[config.mk]
export PLATFORM = sky130hd
export DESIGN_NAME = mul4x4_arbiter
export DESIGN_NICKNAME = d
export VERILOG_FILES = /design/src/rtl/mul4x4_arbiter_pkg.sv /design/src/rtl/mul4x4.sv /design/src/rtl/rr_arbiter.sv /design/src/rtl/mul4x4_arbiter.sv
export SDC_FILE = /design/constraint.sdc
export NUM_CORES = 1
export LEC_CHECK = 0
export CORE_UTILIZATION = 48
export DETAILED_ROUTE_END_ITERATION = 8
export GPL_ROUTABILITY_DRIVEN = 1
export GPL_TIMING_DRIVEN = 0
export PLACE_DENSITY_LB_ADDON = 0.15
export SLEW_MARGIN = 10
export SYNTH_ARGS = -nofsm -noshare
export SYNTH_HDL_FRONTEND = slang
export SYNTH_SLANG_ARGS = --single-unit
[constraint.sdc]
create_clock -name clk -period 8.5 [get_ports clk]
set_input_delay 1.7 -clock clk [delete_from_list [all_inputs] [get_ports clk]]
set_output_delay 1.7 -clock clk [all_outputs]
set_load 0.01 [all_outputs]
[src/rtl/mul4x4_arbiter_pkg.sv]
// Shared widths, ID-width helper and response slot type for mul4x4_arbiter.
package mul4x4_arbiter_pkg;

  localparam int unsigned OPW     = 4;
  localparam int unsigned RESW    = 8;
  localparam int unsigned IDW_MAX = 3;

  function automatic int unsigned idw_f(input int unsigned n);
    return (n <= 2) ? 1 : $clog2(n);
  endfunction

  typedef enum logic {
    SLOT_EMPTY,
    SLOT_FULL
  } slot_state_e;

  // id is sized for the largest legal NREQ; the top exposes only the low IDW bits
  typedef struct packed {
    logic [IDW_MAX-1:0] id;
    logic [RESW-1:0]    product;
  } rsp_t;

endpackage

[src/rtl/mul4x4.sv]
// Combinational 4x4 unsigned array multiplier shared by the arbiter.
module mul4x4 (
  input  logic [3:0] x,
  input  logic [3:0] y,
  output logic [7:0] out
);

  assign out = x * y;

endmodule

[src/rtl/rr_arbiter.sv]
// Round-robin arbiter: searches from last+1, pointer moves only when the grant is taken.
module rr_arbiter #(
  parameter int unsigned NREQ = 2,
  parameter int unsigned IDW  = 1
) (
  input  logic            clk,
  input  logic            rst_n,
  input  logic [NREQ-1:0] req,
  input  logic            advance,
  output logic [NREQ-1:0] grant,
  output logic [IDW-1:0]  grant_idx
);

  logic [IDW-1:0] last_q, last_d;

  always_comb begin
    logic        found;
    int unsigned idx;
    grant     = '0;
    grant_idx = '0;
    found     = 1'b0;
    idx       = 0;
    for (int unsigned k = 1; k <= NREQ; k++) begin
      idx = 32'(last_q) + k;
      if (idx >= NREQ) idx = idx - NREQ;
      if (!found && req[idx]) begin
        found      = 1'b1;
        grant[idx] = 1'b1;
        grant_idx  = IDW'(idx);
      end
    end
  end

  always_comb begin
    last_d = last_q;
    if (advance && (|req)) last_d = grant_idx;
  end

  always_ff @(posedge clk) begin
    if (!rst_n) last_q <= IDW'(NREQ - 1);
    else        last_q <= last_d;
  end

endmodule

[src/rtl/mul4x4_arbiter.sv]
// Time-shares one mul4x4 between NREQ requesters with a single tagged response slot.
// Define MUL4X4_ARBITER_PIPE_EN to add an operand register stage ahead of the multiplier.
module mul4x4_arbiter
  import mul4x4_arbiter_pkg::*;
#(
  parameter  int unsigned NREQ = 2,
  localparam int unsigned IDW  = idw_f(NREQ)
) (
  input  logic                clk,
  input  logic                rst_n,
  input  logic [NREQ-1:0]     req_valid,
  output logic [NREQ-1:0]     req_ready,
  input  logic [OPW*NREQ-1:0] req_x,
  input  logic [OPW*NREQ-1:0] req_y,
  output logic                rsp_valid,
  input  logic                rsp_ready,
  output logic [IDW-1:0]      rsp_id,
  output logic [RESW-1:0]     rsp_out
);

  slot_state_e     state_q, state_d;
  rsp_t            slot_q, slot_d;
  logic            adv, accept, load;
  logic [NREQ-1:0] grant;
  logic [IDW-1:0]  grant_idx, load_id;
  logic [OPW-1:0]  gnt_x, gnt_y, mul_x, mul_y;
  logic [RESW-1:0] mul_out;

  assign adv       = (state_q == SLOT_EMPTY) | rsp_ready;
  assign accept    = adv & rst_n & (|grant);
  assign req_ready = (adv & rst_n) ? grant : '0;

  rr_arbiter #(
    .NREQ (NREQ),
    .IDW  (IDW)
  ) u_arb (
    .clk       (clk),
    .rst_n     (rst_n),
    .req       (req_valid),
    .advance   (adv),
    .grant     (grant),
    .grant_idx (grant_idx)
  );

  always_comb begin
    gnt_x = '0;
    gnt_y = '0;
    for (int unsigned i = 0; i < NREQ; i++) begin
      if (grant[i]) begin
        gnt_x = gnt_x | req_x[i*OPW +: OPW];
        gnt_y = gnt_y | req_y[i*OPW +: OPW];
      end
    end
  end

`ifdef MUL4X4_ARBITER_PIPE_EN
  logic           st_valid_q, st_valid_d;
  logic [OPW-1:0] st_x_q, st_x_d, st_y_q, st_y_d;
  logic [IDW-1:0] st_id_q, st_id_d;

  // Operand stage shares adv with the slot so a stall freezes both together
  always_comb begin
    st_valid_d = st_valid_q;
    st_x_d     = st_x_q;
    st_y_d     = st_y_q;
    st_id_d    = st_id_q;
    if (adv) begin
      st_valid_d = accept;
      st_x_d     = gnt_x;
      st_y_d     = gnt_y;
      st_id_d    = grant_idx;
    end
  end

  always_ff @(posedge clk) begin
    if (!rst_n) begin
      st_valid_q <= 1'b0;
      st_x_q     <= '0;
      st_y_q     <= '0;
      st_id_q    <= '0;
    end else begin
      st_valid_q <= st_valid_d;
      st_x_q     <= st_x_d;
      st_y_q     <= st_y_d;
      st_id_q    <= st_id_d;
    end
  end

  assign mul_x   = st_x_q;
  assign mul_y   = st_y_q;
  assign load    = st_valid_q;
  assign load_id = st_id_q;
`else
  assign mul_x   = gnt_x;
  assign mul_y   = gnt_y;
  assign load    = accept;
  assign load_id = grant_idx;
`endif

  mul4x4 u_mul (
    .x   (mul_x),
    .y   (mul_y),
    .out (mul_out)
  );

  always_comb begin
    state_d = state_q;
    slot_d  = slot_q;
    if (adv) begin
      if (load) begin
        state_d        = SLOT_FULL;
        slot_d.id      = IDW_MAX'(load_id);
        slot_d.product = mul_out;
      end else begin
        state_d = SLOT_EMPTY;
      end
    end
  end

  always_ff @(posedge clk) begin
    if (!rst_n) begin
      state_q <= SLOT_EMPTY;
      slot_q  <= '0;
    end else begin
      state_q <= state_d;
      slot_q  <= slot_d;
    end
  end

  assign rsp_valid = (state_q == SLOT_FULL);
  assign rsp_id    = slot_q.id[IDW-1:0];
  assign rsp_out   = slot_q.product;

endmodule
==> results.json <==
{
  "status": "completed",
  "cts_buffer_depth": 2,
  "total_power_uw": 158,
  "ctsHtreeMaxLevel": 1,
  "avgSynthCellArea_um2": 9.32,
  "min-delay-path-class": "reg2reg",
  "r2r-start": "u_arb.last_q",
  "die_area_um2": 2140,
  "core_area_um2": 1780,
  "initial_core_util_pct": 52.8,
  "cp_max_fo": 10,
  "antenna_cells": 0,
  "worst-slew-pin-transition_ps": 415,
  "fmax_mhz": 196,
  "die_y_um": 46.3,
  "antenna_found_initial": 0,
  "maxCapViolCount": 0,
  "maxSlewHeadroom_pct": 72.3,
  "whs_ps": 478,
  "via_per_inst": 5.25,
  "synth_area_um2": 941,
  "crit_path_max_incr_delay_ps": 540,
  "rows": 15,
  "dp_hpwl_mm": 1.68,
  "swShare_pct": 32.2,
  "ctsHoldBuffers": 0,
  "synthToLayoutAreaGrowth_pct": 40.2,
  "setup_violations": 0,
  "cpMostUsedCell": "fa_1",
  "setup_tns_ps": 0,
  "first_pass_iters": 4,
  "first_iter_violations": 8,
  "num_vias": 851,
  "clk_pin_slew_ps": 70,
  "pwr_density_cell_nw_per_um2": 120,
  "ys_seq_area_share_pct": 23.4,
  "cts.repair.resized": 0,
  "fin_crit_sh_pct": 60.1,
  "fin_ws_ps": 3400,
  "path_cells": "clkdlybuf4s50_1 > a21boi_4 > a22oi_2 > or2_1 > fa_1 > inv_1 > fa_1 > fa_1 > a21o_1 > a21oi_1 > xor2_1 > o21ai_0",
  "ys_types": 29,
  "setup.worst_path.class": "in2reg",
  "clock_sinks": 11,
  "critical_path_buf_inv_count": 2,
  "hold_path_startpoint": "rsp_out[1]",
  "dpl.cell_count": 158,
  "cpMaxStageDelayCell": "clkdlybuf4s50_1",
  "drc_errors": 0,
  "crit_start": "req_valid[0]",
  "grt_overflow": 0,
  "dp_slack_ps": 3080,
  "routed_wl_mm": 2.04,
  "dieWidth_um": 46.3,
  "drtAntennaViolNets": 0,
  "finalNonFillerCells": 162,
  "track_usage_pct": 21.3,
  "p_leak_nw": 0.589,
  "ys_ff_latch": 11,
  "p_seq_share_pct": 37.1,
  "grt_max_degree": 11,
  "fin_util_pct": 74.0,
  "cts_inserted_buffers": 3,
  "ir_drop_mv": 0.126,
  "finalHoldViolCount": 0,
  "cp-start-kind": "primary input",
  "port_buffers": 32,
  "synth.net_count": 138,
  "grt_pass1_wl_mm": 3.17,
  "layout_common_cells": "clkdlybuf4s50_1 (32), nor2_1 (12), ha_1 (12), dfxtp_1 (11), a22oi_2 (8)",
  "yosys_warnings": 0,
  "grt_pass1_vias": 750,
  "cp.arrival_ps": 5260,
  "drive_gt1_share_pct": 11.7,
  "root_buffer": "clkbuf_4",
  "cts_tree": "yes",
  "gp_routability_congestion": 0.748,
  "io_pins": 33,
  "clock_latency_ps": 270,
  "clock_skew_ps": 1.77,
  "pwr-share-clk_pct": 23.2,
  "report.final.slew_viol_count": 0,
  "comb_power_share_pct": 39.7,
  "final_nets": 175,
  "cp.required_ps": 8660,
  "final_common_cell": "clkdlybuf4s50_1",
  "fillers": 143,
  "p_int_uw": 107,
  "post_cts_buffers": 0,
  "design_area_um2": 1320,
  "placed_area_um2": 1290,
  "wire_per_inst_um": 12.6,
  "synthCells": 101,
  "min_period_ps": 5100,
  "rsz0062_at_grt": "no",
  "power_switching_uw": 50.9,
  "cp_top_family": "adder cells",
  "worst_setup_path_end_kind": "flip-flop"
}
-- synth_stat cells, drive strengths merged --
master / count / area [um^2]
nand2: 2 / 7.51
and3: 3 / 18.8
nand3: 7 / 35.0
a21o: 3 / 22.5
nor2: 12 / 45.0
a21oi: 4 / 20.0
and2: 1 / 6.26
clkbuf: 1 / 3.75
xor2: 3 / 26.3
a22oi: 9 / 108
nand2b: 2 / 12.5
o31ai: 2 / 20.0
nor2b: 3 / 18.8
or2: 3 / 18.8
o31a: 1 / 8.76
fa: 4 / 80.1
o211ai: 2 / 20.0
o21ai: 5 / 25.0
a21boi: 1 / 18.8
buf: 2 / 16.3
mux2i: 1 / 10.0
ha: 12 / 150
dfxtp: 11 / 220
inv: 6 / 22.5
nand4: 1 / 6.26
-- power groups by stage --
stage	logic (mW)	registers [mW]	clock network (mW)
3_5_place_dp	0.0631	0.0600	0
5_1_grt	0.0697	0.0594	0.0416
3_3_place_gp	0.0616	0.0597	0
2_1_floorplan	0.0337	0.0618	0
6_report	0.0627	0.0587	0.0367
4_1_cts	0.0634	0.0588	0.0378
-- worst paths after layout --
kind | depth (start not counted) | slack, ps | to
hold / removal | 2 | 480 | rsp_out[1]
setup reg to reg | 13 | 4970 | rsp_out[6]
hold reg to reg | 2 | 480 | rsp_out[1]
setup / recovery | 12 | 3400 | rsp_out[6]
-- routing by layer --
metal	vias up	global-route usage, %	share of wire [%]
met2	29	34.9	46
met3	2	11.4	10
met5	-	0	0
li1	435	-	-
met1	385	24.2	43
met4	0	5.29	0.34
-- tightest hold or removal path, delay by kind of cell, from the launching register on --
family	cells	cell delay, ps
flip-flops	1	330
AND/OR/NAND/NOR	1	60
AO/OA/AOI/OAI	1	60
-- layout make-up --
type	count	area [um^2]	area share [%]
timing repair buffer	32	320	24.3
sequential	11	220	16.7
clock buffer	4	26.3	1.99
buffer	3	20.0	1.52
tap	25	31.3	2.37
multi-input combinational	81	678	51.4
inverter	6	22.5	1.71
-- flip-flops by register name, indices dropped and copies added, names as in the netlist --
| register | cells |
|---|---|
| rsp_id | 1 |
| rsp_out | 8 |
| rsp_valid | 1 |
| u_arb.last_q | 1 |
-- cells by family (layout without fill, tap and decap cells) --
| logic type | after synthesis | after routing | share of synthesized area (%) |
|---|---|---|---|
| buffers and inverters | 9 | 45 | 4.52 |
| xor gates and xnor gates | 3 | 3 | 2.79 |
| and+or+nand+nor | 34 | 34 | 18.0 |
| muxes | 1 | 1 | 1.06 |
| AOI/OAI and AO/OA | 27 | 27 | 25.8 |
| DFF | 11 | 11 | 23.4 |
| adders and majority gates | 16 | 16 | 24.5 |
(Power assumes the default switching activity.)
